--- src/rtl/lcd_timing_gen.sv ---
// RGB565 LCD timing generator: scan counters, stage-0 pixel coordinates, sprite window
// with frame-synchronous shadow origin, border overlay and frame/line interrupts.
module lcd_timing_gen #(
  parameter int          H_ACTIVE     = 800,
  parameter int          H_BP         = 46,
  parameter int          H_FP         = 294,
  parameter int          H_SYNC       = 2,
  parameter int          V_ACTIVE     = 480,
  parameter int          V_BP         = 23,
  parameter int          V_FP         = 23,
  parameter int          V_SYNC       = 6,
  parameter bit          SYNC_ACT_LOW = 1'b1,
  parameter int          PIPE_LAT     = 2,
  parameter int          WIN_W        = 64,
  parameter int          WIN_H        = 64,
  parameter bit          BORDER_EN    = 1'b1,
  parameter logic [15:0] BORDER_COLOR = 16'hFFFF,
  localparam int         WIN_XB       = $clog2(WIN_W),
  localparam int         WIN_YB       = $clog2(WIN_H),
  localparam int         AW           = WIN_XB + WIN_YB
) (
  input  logic          clk_pix,
  input  logic          reset,
  output logic          LCD_CLK,
  output logic          LCD_HSYNC,
  output logic          LCD_VSYNC,
  output logic          LCD_DEN,
  output logic [4:0]    LCD_R,
  output logic [5:0]    LCD_G,
  output logic [4:0]    LCD_B,
  output logic          px_valid,
  output logic [15:0]   px_x,
  output logic [15:0]   px_y,
  output logic          win_hit,
  output logic [AW-1:0] win_addr,
  input  logic [15:0]   pix_in,
  input  logic [15:0]   win_pix_in,
  input  logic [15:0]   win_x_in,
  input  logic [15:0]   win_y_in,
  input  logic          win_set,
  input  logic [15:0]   line_cmp,
  output logic          frame_int,
  output logic          line_int
);

  localparam logic [15:0]        H_LAST   = 16'(H_BP + H_ACTIVE + H_FP - 1);
  localparam logic [15:0]        V_LAST   = 16'(V_BP + V_ACTIVE + V_FP - 1);
  localparam logic               SYNC_OFF = SYNC_ACT_LOW;
  localparam logic signed [16:0] WIN_W_S  = 17'(WIN_W);
  localparam logic signed [16:0] WIN_H_S  = 17'(WIN_H);

  logic [15:0]        scan_x_q, scan_x_d, scan_y_q, scan_y_d;
  logic               frame_end, line_hit_d;
  logic               hs_raw, vs_raw, border;
  logic [PIPE_LAT:0]  hs_pipe_q, vs_pipe_q, den_pipe_q;
  logic [PIPE_LAT-1:0] brd_pipe_q, hit_pipe_q;
  logic [15:0]        rgb_q, rgb_d;
  logic [15:0]        wx_q, wy_q, pend_x_q, pend_y_q;
  logic               pend_q, frame_int_q, line_int_q;
  logic signed [16:0] x_s, y_s, wx_s, wy_s;
  logic               in_x, in_y;
  logic [WIN_XB-1:0]  dx;
  logic [WIN_YB-1:0]  dy;

  always_comb begin
    frame_end = (scan_x_q == H_LAST) && (scan_y_q == V_LAST);
    scan_x_d  = scan_x_q + 16'd1;
    scan_y_d  = scan_y_q;
    if (scan_x_q == H_LAST) begin
      scan_x_d = '0;
      scan_y_d = (scan_y_q == V_LAST) ? '0 : scan_y_q + 16'd1;
    end
    // Compare against the next scan position so line_int lands on scan_x==0 itself.
    line_hit_d = (scan_x_d == '0) && (line_cmp < 16'(V_ACTIVE)) &&
                 ({1'b0, scan_y_d} == (17'(V_BP) + {1'b0, line_cmp}));
  end

  always_comb begin
    px_valid = (scan_x_q >= 16'(H_BP)) && (scan_x_q < 16'(H_BP + H_ACTIVE)) &&
               (scan_y_q >= 16'(V_BP)) && (scan_y_q < 16'(V_BP + V_ACTIVE));
    px_x     = px_valid ? scan_x_q - 16'(H_BP) : '0;
    px_y     = px_valid ? scan_y_q - 16'(V_BP) : '0;
    hs_raw   = (scan_x_q < 16'(H_SYNC)) ^ SYNC_ACT_LOW;
    vs_raw   = (scan_y_q < 16'(V_SYNC)) ^ SYNC_ACT_LOW;
    border   = BORDER_EN && px_valid &&
               ((px_x == '0) || (px_x == 16'(H_ACTIVE - 1)) ||
                (px_y == '0) || (px_y == 16'(V_ACTIVE - 1)));
  end

  // Window compare in 17-bit signed space so negative origins and wx+WIN_W never wrap.
  always_comb begin
    x_s      = $signed({1'b0, px_x});
    y_s      = $signed({1'b0, px_y});
    wx_s     = $signed({wx_q[15], wx_q});
    wy_s     = $signed({wy_q[15], wy_q});
    in_x     = (x_s >= wx_s) && (x_s < wx_s + WIN_W_S);
    in_y     = (y_s >= wy_s) && (y_s < wy_s + WIN_H_S);
    dx       = WIN_XB'(x_s - wx_s);
    dy       = WIN_YB'(y_s - wy_s);
    win_hit  = px_valid && in_x && in_y;
    win_addr = win_hit ? {dy, dx} : '0;
  end

  always_comb begin
    rgb_d = '0;
    if (den_pipe_q[PIPE_LAT-1]) begin
      if (brd_pipe_q[PIPE_LAT-1])      rgb_d = BORDER_COLOR;
      else if (hit_pipe_q[PIPE_LAT-1]) rgb_d = win_pix_in;
      else                             rgb_d = pix_in;
    end
  end

  // win_set is a single-cycle strobe with no back-pressure: the origin is held as pending
  // and only becomes active at the last scan cycle of a frame.
  always_ff @(posedge clk_pix or negedge reset) begin
    if (!reset) begin
      scan_x_q    <= '0;
      scan_y_q    <= '0;
      hs_pipe_q   <= {(PIPE_LAT + 1){SYNC_OFF}};
      vs_pipe_q   <= {(PIPE_LAT + 1){SYNC_OFF}};
      den_pipe_q  <= '0;
      brd_pipe_q  <= '0;
      hit_pipe_q  <= '0;
      rgb_q       <= '0;
      wx_q        <= '0;
      wy_q        <= '0;
      pend_x_q    <= '0;
      pend_y_q    <= '0;
      pend_q      <= 1'b0;
      frame_int_q <= 1'b0;
      line_int_q  <= 1'b0;
    end else begin
      scan_x_q      <= scan_x_d;
      scan_y_q      <= scan_y_d;
      hs_pipe_q[0]  <= hs_raw;
      vs_pipe_q[0]  <= vs_raw;
      den_pipe_q[0] <= px_valid;
      brd_pipe_q[0] <= border;
      hit_pipe_q[0] <= win_hit;
      for (int i = 1; i <= PIPE_LAT; i++) begin
        hs_pipe_q[i]  <= hs_pipe_q[i-1];
        vs_pipe_q[i]  <= vs_pipe_q[i-1];
        den_pipe_q[i] <= den_pipe_q[i-1];
      end
      for (int i = 1; i < PIPE_LAT; i++) begin
        brd_pipe_q[i] <= brd_pipe_q[i-1];
        hit_pipe_q[i] <= hit_pipe_q[i-1];
      end
      rgb_q <= rgb_d;
      if (frame_end && pend_q) begin
        wx_q <= pend_x_q;
        wy_q <= pend_y_q;
      end
      if (win_set) begin
        pend_x_q <= win_x_in;
        pend_y_q <= win_y_in;
        pend_q   <= 1'b1;
      end else if (frame_end) begin
        pend_q <= 1'b0;
      end
      frame_int_q <= frame_end;
      line_int_q  <= line_hit_d;
    end
  end

  assign LCD_CLK   = ~clk_pix;
  assign LCD_HSYNC = hs_pipe_q[PIPE_LAT];
  assign LCD_VSYNC = vs_pipe_q[PIPE_LAT];
  assign LCD_DEN   = den_pipe_q[PIPE_LAT];
  assign LCD_R     = rgb_q[15:11];
  assign LCD_G     = rgb_q[10:5];
  assign LCD_B     = rgb_q[4:0];
  assign frame_int = frame_int_q;
  assign line_int  = line_int_q;

endmodule

--- config.mk ---
export PLATFORM = sky130hd
export DESIGN_NAME = lcd_timing_gen
export DESIGN_NICKNAME = d
export VERILOG_FILES = /design/src/rtl/lcd_timing_gen.sv
export SDC_FILE = /design/constraint.sdc
export NUM_CORES = 1
export LEC_CHECK = 0
export CAP_MARGIN = 20
export CORE_AREA = 2 2 150 152
export DETAILED_ROUTE_END_ITERATION = 16
export DIE_AREA = 0 0 152 154
export PLACE_DENSITY = 0.6
export SLEW_MARGIN = 5
export SYNTH_ARGS = -nofsm -noshare
export SYNTH_HDL_FRONTEND = slang
export SYNTH_SLANG_ARGS = --single-unit
export TNS_END_PERCENT = 5
--- constraint.sdc ---
create_clock -name clk_pix -period 7.9 [get_ports clk_pix]
set_clock_uncertainty 0.15 [all_clocks]
set_input_delay 1.58 -clock clk_pix [delete_from_list [all_inputs] [get_ports clk_pix]]
set_output_delay 1.58 -clock clk_pix [all_outputs]
set_load 0.005 [all_outputs]
Word-level counts from Yosys, hierarchy flattened
Cells that the tools add are included.

Reduce and logical (&&, ||, !) cells: 19. Mux-type cells: 11. Order comparisons: 11. Add/sub/neg operators: 9. Equal/unequal tests: 5. Bitwise logic cells: 3.

Operators with widths (number): $mux 16 (8); $logic_not 16->1 (3); $add 16x8->17 const B (2); $ge 17x16->1 (2); $lt 17x17->1 (2); $add 16x1->16 const B (2); $eq 16x10->1 const B (2); $lt 16x9->1 const B (2); $add 5x16->17 const A (1); $eq 16x17->1 (1); $eq 16x11->1 const B (1); $eq 16x9->1 const B (1); $ge 16x5->1 const B (1); $ge 16x6->1 const B (1); $lt 16x10->1 const B (1); $lt 16x2->1 const B (1); $lt 16x3->1 const B (1); $sub 16x5->16 const B (1); $sub 16x6->16 const B (1); $logic_and 1x1->1 (12); $mux 12 (1); $sub 6x6->6 (2); $logic_or 1x1->1 (3); $not 1->1 (3); 2 further kinds (3).

Word-level logic and storage cells: 73. Bits of input ports: 83. Register bits: 128.

Longest topological paths before layout
Gate-level depths: netlist of the first run.

Depth in word-level cells: 10. Mapped depth: 20.

==> results of run 1 <==
## report_power, final
group / switching (µW) / internal (µW) / leakage, µW
Combinational: 46.0 / 68.3 / 0.00276
Clock: 307 / 480 / 0.000285
Sequential: 8.31 / 672 / 0.00168
## cell type report
cell class / count / area [µm²] / share of cell area (%)
clock buffer: 19 / 449 / 4.11
tap: 280 / 350 / 3.20
clock inverter: 15 / 144 / 1.32
timing repair buffer: 154 / 1520 / 13.9
multi-input combinational: 676 / 5060 / 46.2
inverter: 55 / 206 / 1.89
sequential: 128 / 3210 / 29.3
## per-layer routing
metal	GRT usage [%]	share of wire, %	vias to the layer above
met5	0	0	-
met4	3.52	0.59	0
met3	6.14	6.6	13
met2	30.7	46	185
met1	26.0	47	3290
li1	-	-	3438
## critical path, delay by kind of cell, from the launching register on
kind | cells | cell delay, ps
buf+inv | 3 | 1120
flops | 1 | 450
simple gates | 7 | 2350
fa+ha+maj | 1 | 250
compound gates | 3 | 1020
## kinds of logic (layout without fill, tap and decap cells)
logic type / count (synthesis) / count (layout)
flip-flops: 128 / 128
adder cells (fa/ha/maj): 63 / 63
multiplexers: 84 / 84
AO/OA/AOI/OAI: 126 / 126
other: 1 / 9
buffers and inverters: 104 / 243
XOR/XNOR: 84 / 84
AND/OR/NAND/NOR: 310 / 310
## Yosys cell counts (2+ instances only)
cell         n  area, µm²
or3_1        8       50.1
a21o_1       9       67.6
and3_1      11       68.8
nand2b_1     8       50.1
a21oi_1     24        120
inv_1       56        210
nor4b_1      4       35.0
fa_1         2       40.0
dfstp_2      6        158
o21a_1      23        173
nand3_1     35        175
and4b_1      2       20.0
o22ai_1      5       31.3
nor2_1      66        248
o211ai_1     5       37.5
xnor2_1     52        455
mux2_2      81        912
nor4_2       2       25.0
nand2_1     65        244
nor3_2       2       20.0
nor4_1      10       62.6
a2111oi_0    2       17.5
a31oi_1      6       37.5
buf_4        3       22.5
and2_1       7       43.8
clkbuf_1    33        124
and4_1       7       61.3
nand4_1     17        106
ha_1        61        763
buf_1       10       37.5
nor2b_1     12       75.1
or4_1        7       52.6
nand4b_1     4       35.0
a211oi_1     5       37.5
o21ai_0     26        130
nor3_1      31        155
or2_2        2       12.5
dfrtp_1    122       3050
a22oi_1      2       15.0
mux2i_1      3       30.0
nor3b_1      3       22.5
o31a_1       4       35.0
o221ai_1     3       26.3
xor2_1      30        263
a211o_1      2       17.5
## metrics by stage
| stage | setup slack (ps) | setup TNS (ps) |
|---|---|---|
| finish | 560 | 0 |
| global route | -7.33 | -11.9 |
| CTS | 298 | 0 |
| detailed placement | 795 | 0 |
| global placement | 845 | 0 |
| floorplan | 1880 | 0 |
## how the worst max path moves through the flow
stage,startpoint,depth (start not counted),slack (ps),end
after floorplan,scan_x_q[11]$_DFF_PN0_,17,1880,win_addr[10]
after global placement,scan_x_q[11]$_DFF_PN0_,16,850,win_addr[0]
after detailed placement,scan_x_q[11]$_DFF_PN0_,15,790,win_addr[0]
after CTS,scan_y_q[0]$_DFF_PN0_,17,300,win_addr[0]
after global routing,scan_y_q[0]$_DFF_PN0_,18,-7,win_addr[4]
final,scan_x_q[11]$_DFF_PN0_,14,560,win_addr[0]
## registers in the layout, indices dropped and copies added (netlist names), 3 cells and up
name	count
pend_x_q	16
pend_y_q	16
rgb_q	16
scan_x_q	16
scan_y_q	16
wx_q	16
wy_q	16
den_pipe_q	3
hs_pipe_q	3
vs_pipe_q	3
==> summary.txt, run 1 <==
Clock tree
  • Clock Tree Root: clkbuf_16
  • Clk buf depth: 2
  • Worst-path clk slew: 60 ps
  • H-tree depth: 4
  • CTS tree: yes
  • Post-CTS sizing: 0
  • Worst skew pair latency: around 420 ps
  • Hold bufs inserted after CTS: 0
  • Post-CTS Setup Repair Bufs: 0
  • CTS buffer count: 17

Power and ir drop
  • Pwr dens: around 140 mW/mm²
  • LEAKAGE: 0.00472 µW
  • PnR Total Power: 1580 µW
  • Peak VDD IR: 0.124 mV

Logic synthesis
  • Synth Flop Type: dfrtp_1
  • Yosys warns: 0
  • Complex-gate fraction of the synthesized area: 9.74%
  • Simple-Gate Fraction of Synth Area: about a fifth
  • Post-synth ARST share: 100%
  • Sequential share of the synthesized area: 37.2%
  • Mapped Avg Cell Area: 9.59 µm²
  • Synth unique cells: 67
  • Largest family of logic cells by synthesized area: simple AND/OR/NAND/NOR gates
  • Mux share of post-synthesis cell area: 10.9%
  • Post-Syn Instances: 900
  • Mapped cell area: 0.00863 mm²
  • Synth Area in XOR/XNOR: 8.77%
  • Area share of fa/ha/maj cells after synthesis: under 10%
  • Seq cells post-synth: 128
  • Post-synth EDFFs: 0

Final layout
  • Fin area: 0.0109 mm²
  • Core Util, Final: 50.4%
  • Fillers: 2047
  • P&R area growth vs syn: 26.8%
  • Diodes inserted: 0
  • Most common cell after layout, fill and taps aside: clkdlybuf4s50_1
  • Final cell count without fillers: 1327
  • Nets@finish: 1180
  • Most frequent cells in the layout: clkdlybuf4s50_1, dfrtp_1, mux2_2
  • Layout cell share with drive strength beyond 1: about 14%

Min path
  • Hold Path Stages: 0
  • HP Start: hit_pipe_q[0]$_DFF_PN0_
  • Min-Delay Endpoint: hit_pipe_q[1]$_DFF_PN0_
  • Hold crit path type: register to register

Routing
  • Initial DRT Pass Iterations: 5
  • Vias after detailed routing: 6926
  • Final ANT Viol Nets: 0
  • Final WL: 22200 µm
  • Vias/cell: 5.22
  • DRC: 0
  • Initial DRC Count: approximately 420
  • Wire per inst: 16.7 µm

Global routing
  • Pin count of the biggest net entering global routing: 66
  • First-pass GRT wire length: 36400 µm
  • Total GRT Usage: 19.2%
  • Grt ovf: 0
  • Initial antenna violation count: 0
  • Vias in the first global route: 6913

STA
  • Final Hold Vio Count: 0
  • Max Slew Vio Count: 0
  • Actual slew at the worst max-slew pin: 796 ps
  • RSZ-0062 raised after global routing: true
  • Period utilisation layout: 92.9%
  • Fin Hold WS: 198 ps
  • Final min period: approximately 7300 ps
  • Final setup vio count: 0
  • F_max: around 140 MHz
  • Slew HR: 46.9%

Critical path
  • Worst path cell trace: or4_4 > or3_1 > nor4_1 > o221ai_2 > buf_4 > nor3_1 > ha_1 > and4_1 > a311oi_1 > a2111oi_0 > nand4_1 > buf_4 > nor4b_2 > clkdlybuf4s50_1
  • CP Capture Type: output pin
  • FF-to-FF setup slack: between 3000 and 4000 ps
  • CP max stage delay: 590 ps
  • CP Launch Type: register
  • CP Max Fanout: 17
  • Max stage delay cell, worst path: clkdlybuf4s50_1
  • Worst EP arrival: 5610 ps
  • Crit path top cell by count: buf_4
  • Critical R2R Capture: hit_pipe_q[0]$_DFF_PN0_
  • Worst Reg-to-Reg Cells: 13
  • Critical R2R Launch: scan_x_q[11]$_DFF_PN0_
  • Worst Path Required: 6170 ps
  • Kind of critical path: register to output pin

Placed design
  • Placed inst area: approximately 0.010 mm²
  • HPWL after detailed placement: 16900 µm
  • IO buf count: 147
  • Dpl cells: roughly 1300
  • GPL Wtd Cong: 0.837

Floorplanning
  • # IOs: around 150
  • Die Width: 152 µm
  • Core Area: 0.0217 mm²
  • Num rows: 54
  • Initial Utilization: 39.8%
  • Die Span Y: between 150 and 200 µm
  • Die area: 0.0234 mm²

Flow run
  • Max-cap violations: 0

Status
  • Status: completed
(Power assumes the default switching activity.)
==> inputs of run 2 (changes only) <==
--- a/config.mk
+++ b/config.mk
@@ -10,6 +10,7 @@
 export DETAILED_ROUTE_END_ITERATION = 16
 export DIE_AREA = 0 0 152 154
 export PLACE_DENSITY = 0.6
+export SKIP_CTS_REPAIR_TIMING = 1
 export SLEW_MARGIN = 5
 export SYNTH_ARGS = -nofsm -noshare
 export SYNTH_HDL_FRONTEND = slang
==> results of run 2 <==
No change in the layout: final DEF, timing and power equal those of run 1.
